**config.mk**
```make
export PLATFORM = sky130hd
export DESIGN_NAME = mem_req_arbiter
export DESIGN_NICKNAME = d
export VERILOG_FILES = /design/src/rtl/mem_arb_pkg.sv /design/src/rtl/mem_arb_grant.sv /design/src/rtl/mem_req_arbiter.sv
export SDC_FILE = /design/constraint.sdc
export NUM_CORES = 1
export LEC_CHECK = 0
export BUFFER_PORTS_ARGS = -buffer_cell sky130_fd_sc_hd__buf_2
export CAP_MARGIN = 15
export CORE_AREA = 2 2 213 215
export CTS_CLUSTER_SIZE = 30
export DETAILED_ROUTE_END_ITERATION = 6
export DIE_AREA = 0 0 215 217
export PLACE_DENSITY = 0.44
export SLEW_MARGIN = 20
export SYNTH_ARGS = -nofsm -noshare
export SYNTH_HDL_FRONTEND = slang
export SYNTH_SLANG_ARGS = --single-unit
```
**constraint.sdc**
```tcl
create_clock -name CLK -period 5.06 [get_ports CLK]
set_clock_uncertainty 0.15 [all_clocks]
set_input_delay 0.759 -clock CLK [delete_from_list [all_inputs] [get_ports CLK]]
set_output_delay 0.759 -clock CLK [all_outputs]
set_load 0.01 [all_outputs]
```
**src/rtl/mem_arb_pkg.sv**
```systemverilog
// Shared types for the IFU/LSU memory request arbiter: FSM states, grant ids
// and the watchdog counter width helper.
package mem_arb_pkg;

    typedef enum logic [1:0] {
        ST_IDLE  = 2'd0,
        ST_ISSUE = 2'd1,
        ST_WAIT  = 2'd2,
        ST_RESP  = 2'd3
    } arb_state_t;

    typedef enum logic {
        GNT_IFU = 1'b0,
        GNT_LSU = 1'b1
    } gnt_id_t;

    localparam int unsigned DEF_TIMEOUT_CYC = 1023;

    // A disabled watchdog (timeout 0) still gets a 1-bit counter so widths stay legal.
    function automatic int unsigned wdog_width(input int unsigned timeout_cyc);
        return (timeout_cyc == 0) ? 1 : $clog2(timeout_cyc + 1);
    endfunction

endpackage

```
**src/rtl/mem_arb_grant.sv**
```systemverilog
// Two-way IFU/LSU grant selection, combinational from the request valids.
// MEM_ARB_ROUNDROBIN_EN: alternate on contention; otherwise LSU has fixed priority.
module mem_arb_grant
    import mem_arb_pkg::*;
(
    input  logic    clk,
    input  logic    rst,
    input  logic    ifu_vld,
    input  logic    lsu_vld,
    input  logic    upd,
    input  gnt_id_t upd_id,
    output gnt_id_t gnt
);

`ifdef MEM_ARB_ROUNDROBIN_EN
    gnt_id_t last_grant;

    // Only a retired transaction counts as "granted last".
    always_ff @(posedge clk) begin
        if (rst) begin
            last_grant <= GNT_IFU;
        end else if (upd) begin
            last_grant <= upd_id;
        end
    end

    always_comb begin
        gnt = GNT_IFU;
        if (ifu_vld && lsu_vld) begin
            gnt = (last_grant == GNT_IFU) ? GNT_LSU : GNT_IFU;
        end else if (lsu_vld) begin
            gnt = GNT_LSU;
        end
    end
`else
    logic unused_rr_inputs;
    assign unused_rr_inputs = ^{clk, rst, ifu_vld, upd, upd_id};

    assign gnt = lsu_vld ? GNT_LSU : GNT_IFU;
`endif

endmodule

```
**src/rtl/mem_req_arbiter.sv**
```systemverilog
// Arbitrates IFU/LSU onto one memory master port, one transaction in flight; accept->rsp_valid 3 cycles min.
// Requests wait in IDLE only; RESP holds until the owner's rsp_ready. Grant policy via MEM_ARB_ROUNDROBIN_EN.
module mem_req_arbiter
    import mem_arb_pkg::*;
#(
    parameter int unsigned AW          = 64,
    parameter int unsigned DW          = 64,
    parameter int unsigned TIMEOUT_CYC = DEF_TIMEOUT_CYC
) (
    input  logic            CLK,
    input  logic            RST,
    input  logic            ifu_req_valid,
    output logic            ifu_req_ready,
    input  logic [AW-1:0]   ifu_addr,
    output logic            ifu_rsp_valid,
    input  logic            ifu_rsp_ready,
    output logic [DW-1:0]   ifu_data_r,
    output logic            ifu_rsp_err,
    input  logic            lsu_req_valid,
    output logic            lsu_req_ready,
    input  logic [AW-1:0]   lsu_addr,
    input  logic [DW-1:0]   lsu_data_w,
    input  logic [DW/8-1:0] lsu_wstrb,
    input  logic            lsu_wen,
    output logic            lsu_rsp_valid,
    input  logic            lsu_rsp_ready,
    output logic [DW-1:0]   lsu_data_r,
    output logic            lsu_rsp_err,
    output logic            mem_mstReq_valid,
    output logic [AW-1:0]   mem_addr,
    output logic [DW-1:0]   mem_data_w,
    output logic [DW/8-1:0] mem_wstrb,
    output logic            mem_wen,
    input  logic [DW-1:0]   mem_data_r,
    input  logic            mem_slvRsp_valid,
    output logic            mem_mstRsp_ready
);

    localparam int unsigned      WDW       = wdog_width(TIMEOUT_CYC);
    localparam bit               WDOG_EN   = (TIMEOUT_CYC != 0);
    localparam logic [WDW-1:0]   WDOG_LAST = WDW'((TIMEOUT_CYC == 0) ? 0 : TIMEOUT_CYC - 1);

    arb_state_t      state;
    gnt_id_t         gnt;
    gnt_id_t         cur_id;
    logic [WDW-1:0]  wdog;
    logic [DW-1:0]   rsp_data;
    logic            rsp_err;
    logic            cur_rsp_rdy;
    logic            retire;

    mem_arb_grant u_grant (
        .clk     (CLK),
        .rst     (RST),
        .ifu_vld (ifu_req_valid),
        .lsu_vld (lsu_req_valid),
        .upd     (retire),
        .upd_id  (cur_id),
        .gnt     (gnt)
    );

    assign ifu_req_ready = (state == ST_IDLE) && ifu_req_valid && (gnt == GNT_IFU);
    assign lsu_req_ready = (state == ST_IDLE) && lsu_req_valid && (gnt == GNT_LSU);

    assign cur_rsp_rdy = (cur_id == GNT_LSU) ? lsu_rsp_ready : ifu_rsp_ready;
    assign retire      = (state == ST_RESP) && cur_rsp_rdy;

    // One shared response register, exposed only to the owning master.
    assign ifu_data_r  = ifu_rsp_valid ? rsp_data : '0;
    assign lsu_data_r  = lsu_rsp_valid ? rsp_data : '0;
    assign ifu_rsp_err = ifu_rsp_valid & rsp_err;
    assign lsu_rsp_err = lsu_rsp_valid & rsp_err;

    always_ff @(posedge CLK) begin
        if (RST) begin
            state            <= ST_IDLE;
            cur_id           <= GNT_IFU;
            wdog             <= '0;
            mem_mstReq_valid <= 1'b0;
            mem_mstRsp_ready <= 1'b0;
            mem_addr         <= '0;
            mem_data_w       <= '0;
            mem_wstrb        <= '0;
            mem_wen          <= 1'b0;
            ifu_rsp_valid    <= 1'b0;
            lsu_rsp_valid    <= 1'b0;
            rsp_data         <= '0;
            rsp_err          <= 1'b0;
        end else begin
            case (state)
                ST_IDLE: begin
                    if (ifu_req_valid || lsu_req_valid) begin
                        cur_id           <= gnt;
                        mem_mstReq_valid <= 1'b1;
                        state            <= ST_ISSUE;
                        if (gnt == GNT_LSU) begin
                            mem_addr   <= lsu_addr;
                            mem_data_w <= lsu_data_w;
                            mem_wstrb  <= lsu_wstrb;
                            mem_wen    <= lsu_wen;
                        end else begin
                            mem_addr   <= ifu_addr;
                            mem_data_w <= '0;
                            mem_wstrb  <= '0;
                            mem_wen    <= 1'b0;
                        end
                    end
                end
                ST_ISSUE: begin
                    mem_mstReq_valid <= 1'b0;
                    mem_mstRsp_ready <= 1'b1;
                    wdog             <= '0;
                    state            <= ST_WAIT;
                end
                ST_WAIT: begin
                    // A response arriving on the expiry cycle still wins over the timeout.
                    if (mem_slvRsp_valid || (WDOG_EN && (wdog == WDOG_LAST))) begin
                        rsp_data         <= (mem_slvRsp_valid && !mem_wen) ? mem_data_r : '0;
                        rsp_err          <= !mem_slvRsp_valid;
                        mem_mstRsp_ready <= 1'b0;
                        ifu_rsp_valid    <= (cur_id == GNT_IFU);
                        lsu_rsp_valid    <= (cur_id == GNT_LSU);
                        state            <= ST_RESP;
                    end else if (WDOG_EN) begin
                        wdog <= wdog + 1'b1;
                    end
                end
                ST_RESP: begin
                    if (cur_rsp_rdy) begin
                        ifu_rsp_valid <= 1'b0;
                        lsu_rsp_valid <= 1'b0;
                        state         <= ST_IDLE;
                    end
                end
                default: state <= ST_IDLE;
            endcase
        end
    end

endmodule
```
==> out/metrics.csv, run 1 <==
stage,metric,value,unit
run_status,status,finished clean,
detailed_routing,drc,0,
pwr,p_per_area,467,mW/mm^2
critical_path,path_class,register to output port,
yosys,syn_inst,935,
pwr,power.internal,3.94,mW
sta,post-route-period-util,0.640,
sta,tightest_slew,1.06,ns
sta,setup_viol,0,
detailed_routing,avgRoutedWirePerCell,15.0,um
pwr,p_total,6.10,mW
pwr,p_sw_frac,0.354,
clock_network,cts_tree,yes,
yosys,synth_area,0.00902,sq mm
yosys,synth_edf_count,0,
detailed_routing,vias,8698,
die,initial_core_util,0.202,
clock_network,clkTransAtPathRegs,0.06,ns
detailed_routing,first_pass_iters,4,
critical_path,crit_family,simple AND/OR/NAND/NOR gates,
yosys,synth.net_count,1213,
clock_network,numCtsBuffers,27,
place,place_congestion,0.786,
yosys,synthArstFlopShare,0,
die,fp.dieH,217,um
detailed_routing,drt-vias-per-instance,4.24,
critical_path,worst-endpoint-arrival,2.33,ns
place,dp_hpwl,22.3,mm
detailed_routing,wl,30.9,mm
finish,mostFrequentLayoutCells,"542 x buf_2, 217 x dfxtp_1, 147 x nor2_1",
finish,drive_gt1_frac,0.420,
clock_network,cts-root-buf,clkbuf_16,
yosys,synth.avg_cell_area,9.65,sq um
pwr,combPwrFrac,0.304,
critical_path,worst-path-buf-inv,2,
sta,finalCriticalPeriod,3.24,ns
sta,finalSetupTns,0,ns
clock_network,post_cts_resized,0,
finish,syn_to_final_growth,44.9,%
critical_path,crit_path_top_delay_cell,and2_2,
clock_network,post_cts.repair.setup_buffers,0,
grt,grt_overflow,0,
pwr,p_sw,2.16,mW
place,port_buffers,544,
critical_path,path_cells,"inv_1, ha_1, and2_2, buf_2",
sta,hold_viol_final,0,
die,die-area,0.0467,sq mm
min_path,hold_class,primary input to register,
yosys,yosys_most_used_dff,dfxtp_1,
detailed_routing,drtIter0Drc,331,
yosys,ys_types,40,
finish,antenna_cells,0,
grt,grt_max_degree,129,
yosys,synth_seq_cells,219,
pwr,irDropWorstVdd,0.266,mV
clock_network,clk_latency,0.55,ns
critical_path,cpPeakStageDelay,0.73,ns
sta,fmax,309,MHz
finish,final_common_cell,buf_2,
sta,timing.hold.ws,0.272,ns
yosys,synth_warnings,0,
critical_path,critPathRequiredTime,4.15,ns
critical_path,path_max_fanout,39,
grt,grtUsageTotal,0.124,
pwr,seqPwrFrac,0.385,
flow_run,maxCapViolations,0,
grt,antenna_found_initial,1,
finish,nNetsFinal,1711,
pwr,pwr-share-clk,0.311,
grt,grt_pass1_wl,46.6,mm
yosys,ys_seq_area_frac,0.486,
pwr,leakage,6.44,nW
die,dieWidth,215,um
clock_network,clockBufferDepth,3,
critical_path,cp-start-kind,register,
critical_path,end_kind,output port,
sta,rsz0062_at_grt,false,
clock_network,cts_sinks,219,
sta,slew_viol_final,0,
die,rows,78,
die,num_io_pins,545,
detailed_routing,drtAntennaViolNets,0,
grt,grt_pass1_vias,8142,
die,core_area,0.0447,sq mm
clock_network,cts_hold_buf,0,
clock_network,h-tree-depth,1,
sta,slew_headroom,0.295,
finish,nFillCells,4829,
-- synthesized netlist by cell type (all sizes together), types with 6 or more instances --
master / number / area [sq um]
a22o: 63 / 552
mux2i: 66 / 661
ha: 6 / 75.1
nor2: 147 / 552
clkbuf: 50 / 188
dfxtp: 219 / 4380
a22oi: 74 / 556
and2: 131 / 820
buf: 33 / 216
a211oi: 67 / 503
nand2: 11 / 41.3
a21oi: 13 / 76.3
-- per-stage QoR --
stage | instances | setup slack, ns | instance area, sq um | util
finish | 2053 | 1.82 | 13100 | 0.292
CTS | 2053 | 1.77 | 13100 | 0.292
detailed placement | 2004 | 2.10 | 12200 | 0.273
global placement | 2004 | 2.10 | 12200 | 0.273
global route | 2053 | 1.65 | 13100 | 0.292
floorplan | 935 | 2.66 | 9020 | -
-- path summary, 6_finish.rpt --
| kind | start | to | slack [ns] | depth (start not counted) |
|---|---|---|---|---|
| hold reg to reg | mem_mstRsp_ready | mem_mstRsp_ready | 0.30 | 2 |
| setup / recovery | state[1] | lsu_req_ready | 1.82 | 4 |
| setup reg to reg | state[1] | mem_data_w[33] | 2.47 | 6 |
| hold / removal | mem_data_r[51] | rsp_data[51] | 0.27 | 2 |
-- flip-flops by register name, summed over array words and instances, names as in the netlist --
name              count
mem_data_w           64
mem_mstRsp_ready      1
mem_addr             64
mem_wen               1
rsp_err               1
lsu_rsp_valid         1
rsp_data             64
state                 2
wdog                 10
mem_mstReq_valid      1
ifu_rsp_valid         1
cur_id                1
mem_wstrb             8
-- layer usage --
| layer | routed length [um] | track usage | vias up |
|---|---|---|---|
| li1 | - | - | 4329 |
| met1 | 12900 | 0.149 | 3999 |
| met5 | 13 | 0 | - |
| met3 | 2380 | 0.0340 | 41 |
| met2 | 14900 | 0.213 | 327 |
| met4 | 720 | 0.0402 | 2 |
-- power by group through the flow --
stage,logic [mW],clock network (mW),registers (mW)
detailed placement,1.89,0,2.38
global route,2.06,2.05,2.41
floorplan,1.10,0,2.44
CTS,1.89,1.98,2.35
global placement,1.87,0,2.37
finish,1.85,1.90,2.35
-- logic make-up (layout without fill, tap and decap cells) --
kind of cell,count (synthesis),in the layout,share of synthesized area
AOI/OAI and AO/OA,237,237,0.205
DFF,219,219,0.486
adders and majority gates,6,6,0.00832
muxes,68,68,0.0757
and+or+nand+nor,316,316,0.177
buffers and inverters,89,607,0.0473
-- worst register-to-register path: cells and delay by family (launching register included) --
kind	cells	cell delay [ns]
DFF	1	0.32
and+or+nand+nor	2	0.89
AOI/OAI and AO/OA	1	0.17
buffers and inverters	2	0.65
adders and majority gates	1	0.35
-- layout make-up --
class                      count  area (sq um)  share of cell area
clock buffer                  38           777              0.0594
sequential                   219          4390               0.336
tap                          600           751              0.0574
inverter                       6          22.5             0.00172
timing repair buffer         552          2800               0.214
clock inverter                11          95.1             0.00727
multi-input combinational    627          4240               0.324
Power figures use the tool's default switching activity.
==> run 2: changes to the inputs <==
--- a/config.mk
+++ b/config.mk
@@ -5,13 +5,14 @@
 export SDC_FILE = /design/constraint.sdc
 export NUM_CORES = 1
 export LEC_CHECK = 0
+export ABC_AREA = 1
 export BUFFER_PORTS_ARGS = -buffer_cell sky130_fd_sc_hd__buf_2
 export CAP_MARGIN = 15
-export CORE_AREA = 2 2 213 215
+export CORE_AREA = 2 2 214 216
 export CTS_CLUSTER_SIZE = 30
 export DETAILED_ROUTE_END_ITERATION = 6
-export DIE_AREA = 0 0 215 217
-export PLACE_DENSITY = 0.44
+export DIE_AREA = 0 0 216 218
+export PLACE_DENSITY = 0.45
 export SLEW_MARGIN = 20
 export SYNTH_ARGS = -nofsm -noshare
 export SYNTH_HDL_FRONTEND = slang
==> constraint.sdc (replaced) <==
create_clock -name CLK -period 3.04 [get_ports CLK]
set_clock_uncertainty 0.15 [all_clocks]
set_input_delay 0.456 -clock CLK [delete_from_list [all_inputs] [get_ports CLK]]
set_output_delay 0.456 -clock CLK [all_outputs]
set_load 0.01 [all_outputs]
==> run 2 against run 1 <==
  * Combinational power is 80% higher
  * First-iteration DRC count is 79% higher
  * Critical path depth increased by 4
  * Sequential power increased by 64%
  * Synthesized cell count up 49%
  * Design area increased by 16%
  * Count of clock-buffer cells in the layout is 2 higher
  * Cell count increased by 29%
  * Wire length grew 23%
  * Total power is 72% higher
  * Hold slack worse by 0.24 ns
  * Critical path type is now register to register
  * Critical endpoint is now mem_addr[62]
  * Highest routed layer unchanged
==> out/metrics.csv, run 2 <==
stage,metric,value,unit
pwr,p_sw,3.76,mW
die,initial_core_util,0.213,
yosys,ys_types,29,
yosys,synth_top_area_cell,dfxtp_1,
sta,finalCriticalPeriod,2.67,ns
finish,drive_gt1_frac,0.307,
critical_path,rr_worst_depth,8,
finish,regArea,0.00439,sq mm
grt,grtUsageTotal,0.152,
die,fp.dieH,218,um
detailed_routing,first_pass_iters,5,
place,place_congestion,0.846,
grt,grt_overflow,0,
yosys,synth_warnings,0,
clock_network,h-tree-depth,1,
yosys,synthArstFlopShare,0,
critical_path,path_class,register to register,
yosys,synth_area,0.00957,sq mm
yosys,yosys_most_used_dff,dfxtp_1,
sta,setup_viol,0,
place,dpl_worst_slack,0.657,ns
pwr,p_sw_frac,0.358,
place,port_buffers,544,
yosys,synth.net_count,1668,
clock_network,cts-root-buf,clkbuf_16,
pwr,p_total,10.5,mW
critical_path,cp-start-kind,register,
yosys,yosys-top-cells-area,"dfxtp_1 46%, nand2_1 20%, nand3_1 7.3%",
sta,worst_slack,0.371,ns
die,dieWidth,216,um
place,dp_hpwl,27.4,mm
pwr,pwr-share-clk,0.316,
detailed_routing,vias,11297,
sta,rsz0062_at_grt,false,
grt,grt_pass1_wl,58.7,mm
finish,mostFrequentLayoutCells,"544 x buf_2, 506 x nand2_1, 217 x dfxtp_1",
grt,grt_pass1_vias,10899,
clock_network,numCtsBuffers,27,
critical_path,worstReg2RegStart,state[0],
clock_network,cts_sinks,219,
finish,multi_input_area,0.00413,sq mm
clock_network,clockBufferDepth,3,
yosys,post-synth-top-count-cell,nand2_1,
run_status,status,finished clean,
detailed_routing,wl,38.0,mm
die,rows,78,
die,num_io_pins,545,
clock_network,post_cts.repair.setup_buffers,0,
min_path,min_from,ifu_addr[61],
grt,antenna_found_initial,6,
pwr,power.internal,6.73,mW
sta,slew_viol_final,0,
sta,slew_headroom,0.432,
die,die-area,0.0471,sq mm
grt,grt_max_degree,76,
clock_network,clkTransAtPathRegs,0.07,ns
critical_path,end_kind,register,
sta,tightest_slew,0.851,ns
pwr,leakage,8.38,nW
clock_network,cts_hold_buf,139,
flow_run,maxCapViolations,0,
critical_path,critPathRequiredTime,3.32,ns
critical_path,path_max_fanout,39,
yosys,ys_seq_area_frac,0.458,
finish,syn_to_final_growth,58.0,%
clock_network,clk_latency,0.54,ns
pwr,irDropWorstVdd,0.406,mV
min_path,min_path_cells,3,
pwr,seqPwrFrac,0.367,
detailed_routing,drtAntennaViolNets,0,
yosys,ys_top_cells_by_count,"506 x nand2_1, 219 x dfxtp_1, 149 x inv_1, 139 x nand3_1, 94 x a21oi_1",
clock_network,post_cts_resized,0,
sta,hold_viol_final,0,
yosys,synth_edf_count,0,
finish,nFillCells,4809,
finish,nNetsFinal,2298,
critical_path,worst-endpoint-arrival,2.95,ns
pwr,p_per_area,694,mW/mm^2
finish,reg_top3,"mem_addr: 64 flops, mem_data_w: 64 flops, rsp_data: 64 flops",
min_path,hold_class,primary input to register,
pwr,combPwrFrac,0.317,
sta,timing.hold.ws,0.0305,ns
sta,finalSetupTns,0,ns
die,core_area,0.0449,sq mm
yosys,yosys.area.top_type_share,0.458,
detailed_routing,avgRoutedWirePerCell,14.4,um
detailed_routing,drc,0,
clock_network,cts_tree,yes,
critical_path,cp-startpoint,state[0],
yosys,synth.avg_cell_area,6.88,sq um
detailed_routing,drt-vias-per-instance,4.27,
detailed_routing,drtIter0Drc,591,
yosys,synth_seq_cells,219,
sta,post-route-period-util,0.878,
finish,final_common_cell,buf_2,
sta,fmax,375,MHz
yosys,syn_inst,1390,
[run 2: cell types whose count changed after synthesis, moves of 74 or more]
cell     previous run  this run
a21oi_1            12        94
a22oi_1            74         0
and2_1            131         1
inv_1               5       149
nand2_1            11       506
nand3_1             4       139
nor2_1            147        20
[run 2: through the flow]
step / util / instance area [sq um] / instances
6_report: 0.337 / 15100 / 2645
5_1_grt: 0.337 / 15100 / 2644
4_1_cts: 0.337 / 15100 / 2641
3_5_place_dp: 0.285 / 12800 / 2452
3_3_place_gp: 0.285 / 12800 / 2452
2_1_floorplan: - / 9570 / 1390
[run 2: worst max-delay path, stage by stage (launching register included)]
cell,delay [ns]
dfxtp_1,0.37
inv_1,0.09
ha_1,0.30
o21ai_4,0.10
clkinv_2,0.43
buf_4,0.36
o21ai_0,0.15
a31oi_1,0.05
dlygate4sd3_1,0.55
[run 2: cell families after synthesis]
logic type	share of synthesized area
adder cells (fa/ha/maj)	0.00784
buffers and inverters	0.113
AO/OA/AOI/OAI	0.129
flip-flops	0.458
AND/OR/NAND/NOR	0.291
XOR/XNOR	0.000915
[run 2: area by class of cell]
type	instances	area share
Timing Repair Buffer	704	0.288
Clock inverter	10	0.00745
Inverter	151	0.0377
Tap cell	600	0.0497
Clock buffer	40	0.0539
Antenna cell	4	0.000662
Multi-Input combinational cell	917	0.273
Sequential cell	219	0.290
[run 2: worst paths after layout]
kind                    endpoint  slack (ns)
setup / recovery    mem_addr[62]        0.37
hold / removal      mem_addr[61]        0.03
setup reg to reg    mem_addr[62]        0.37
hold reg to reg   mem_data_w[63]        0.31
[run 2: metal layers]
metal	vias to the layer above	part of all wire	GRT usage
li1	5681	-	-
met1	5167	0.43	0.190
met2	381	0.47	0.259
met4	4	0.025	0.0518
met3	64	0.070	0.0351
met5	-	0.00060	0
[run 2: power groups by stage]
stage | logic [mW] | clock network, mW | registers, mW
after floorplan | 1.68 | 0 | 4.07
after global placement | 3.19 | 0 | 3.89
after detailed placement | 3.20 | 0 | 3.90
after CTS | 3.36 | 3.42 | 3.85
after global routing | 3.70 | 3.54 | 3.93
final | 3.33 | 3.31 | 3.85
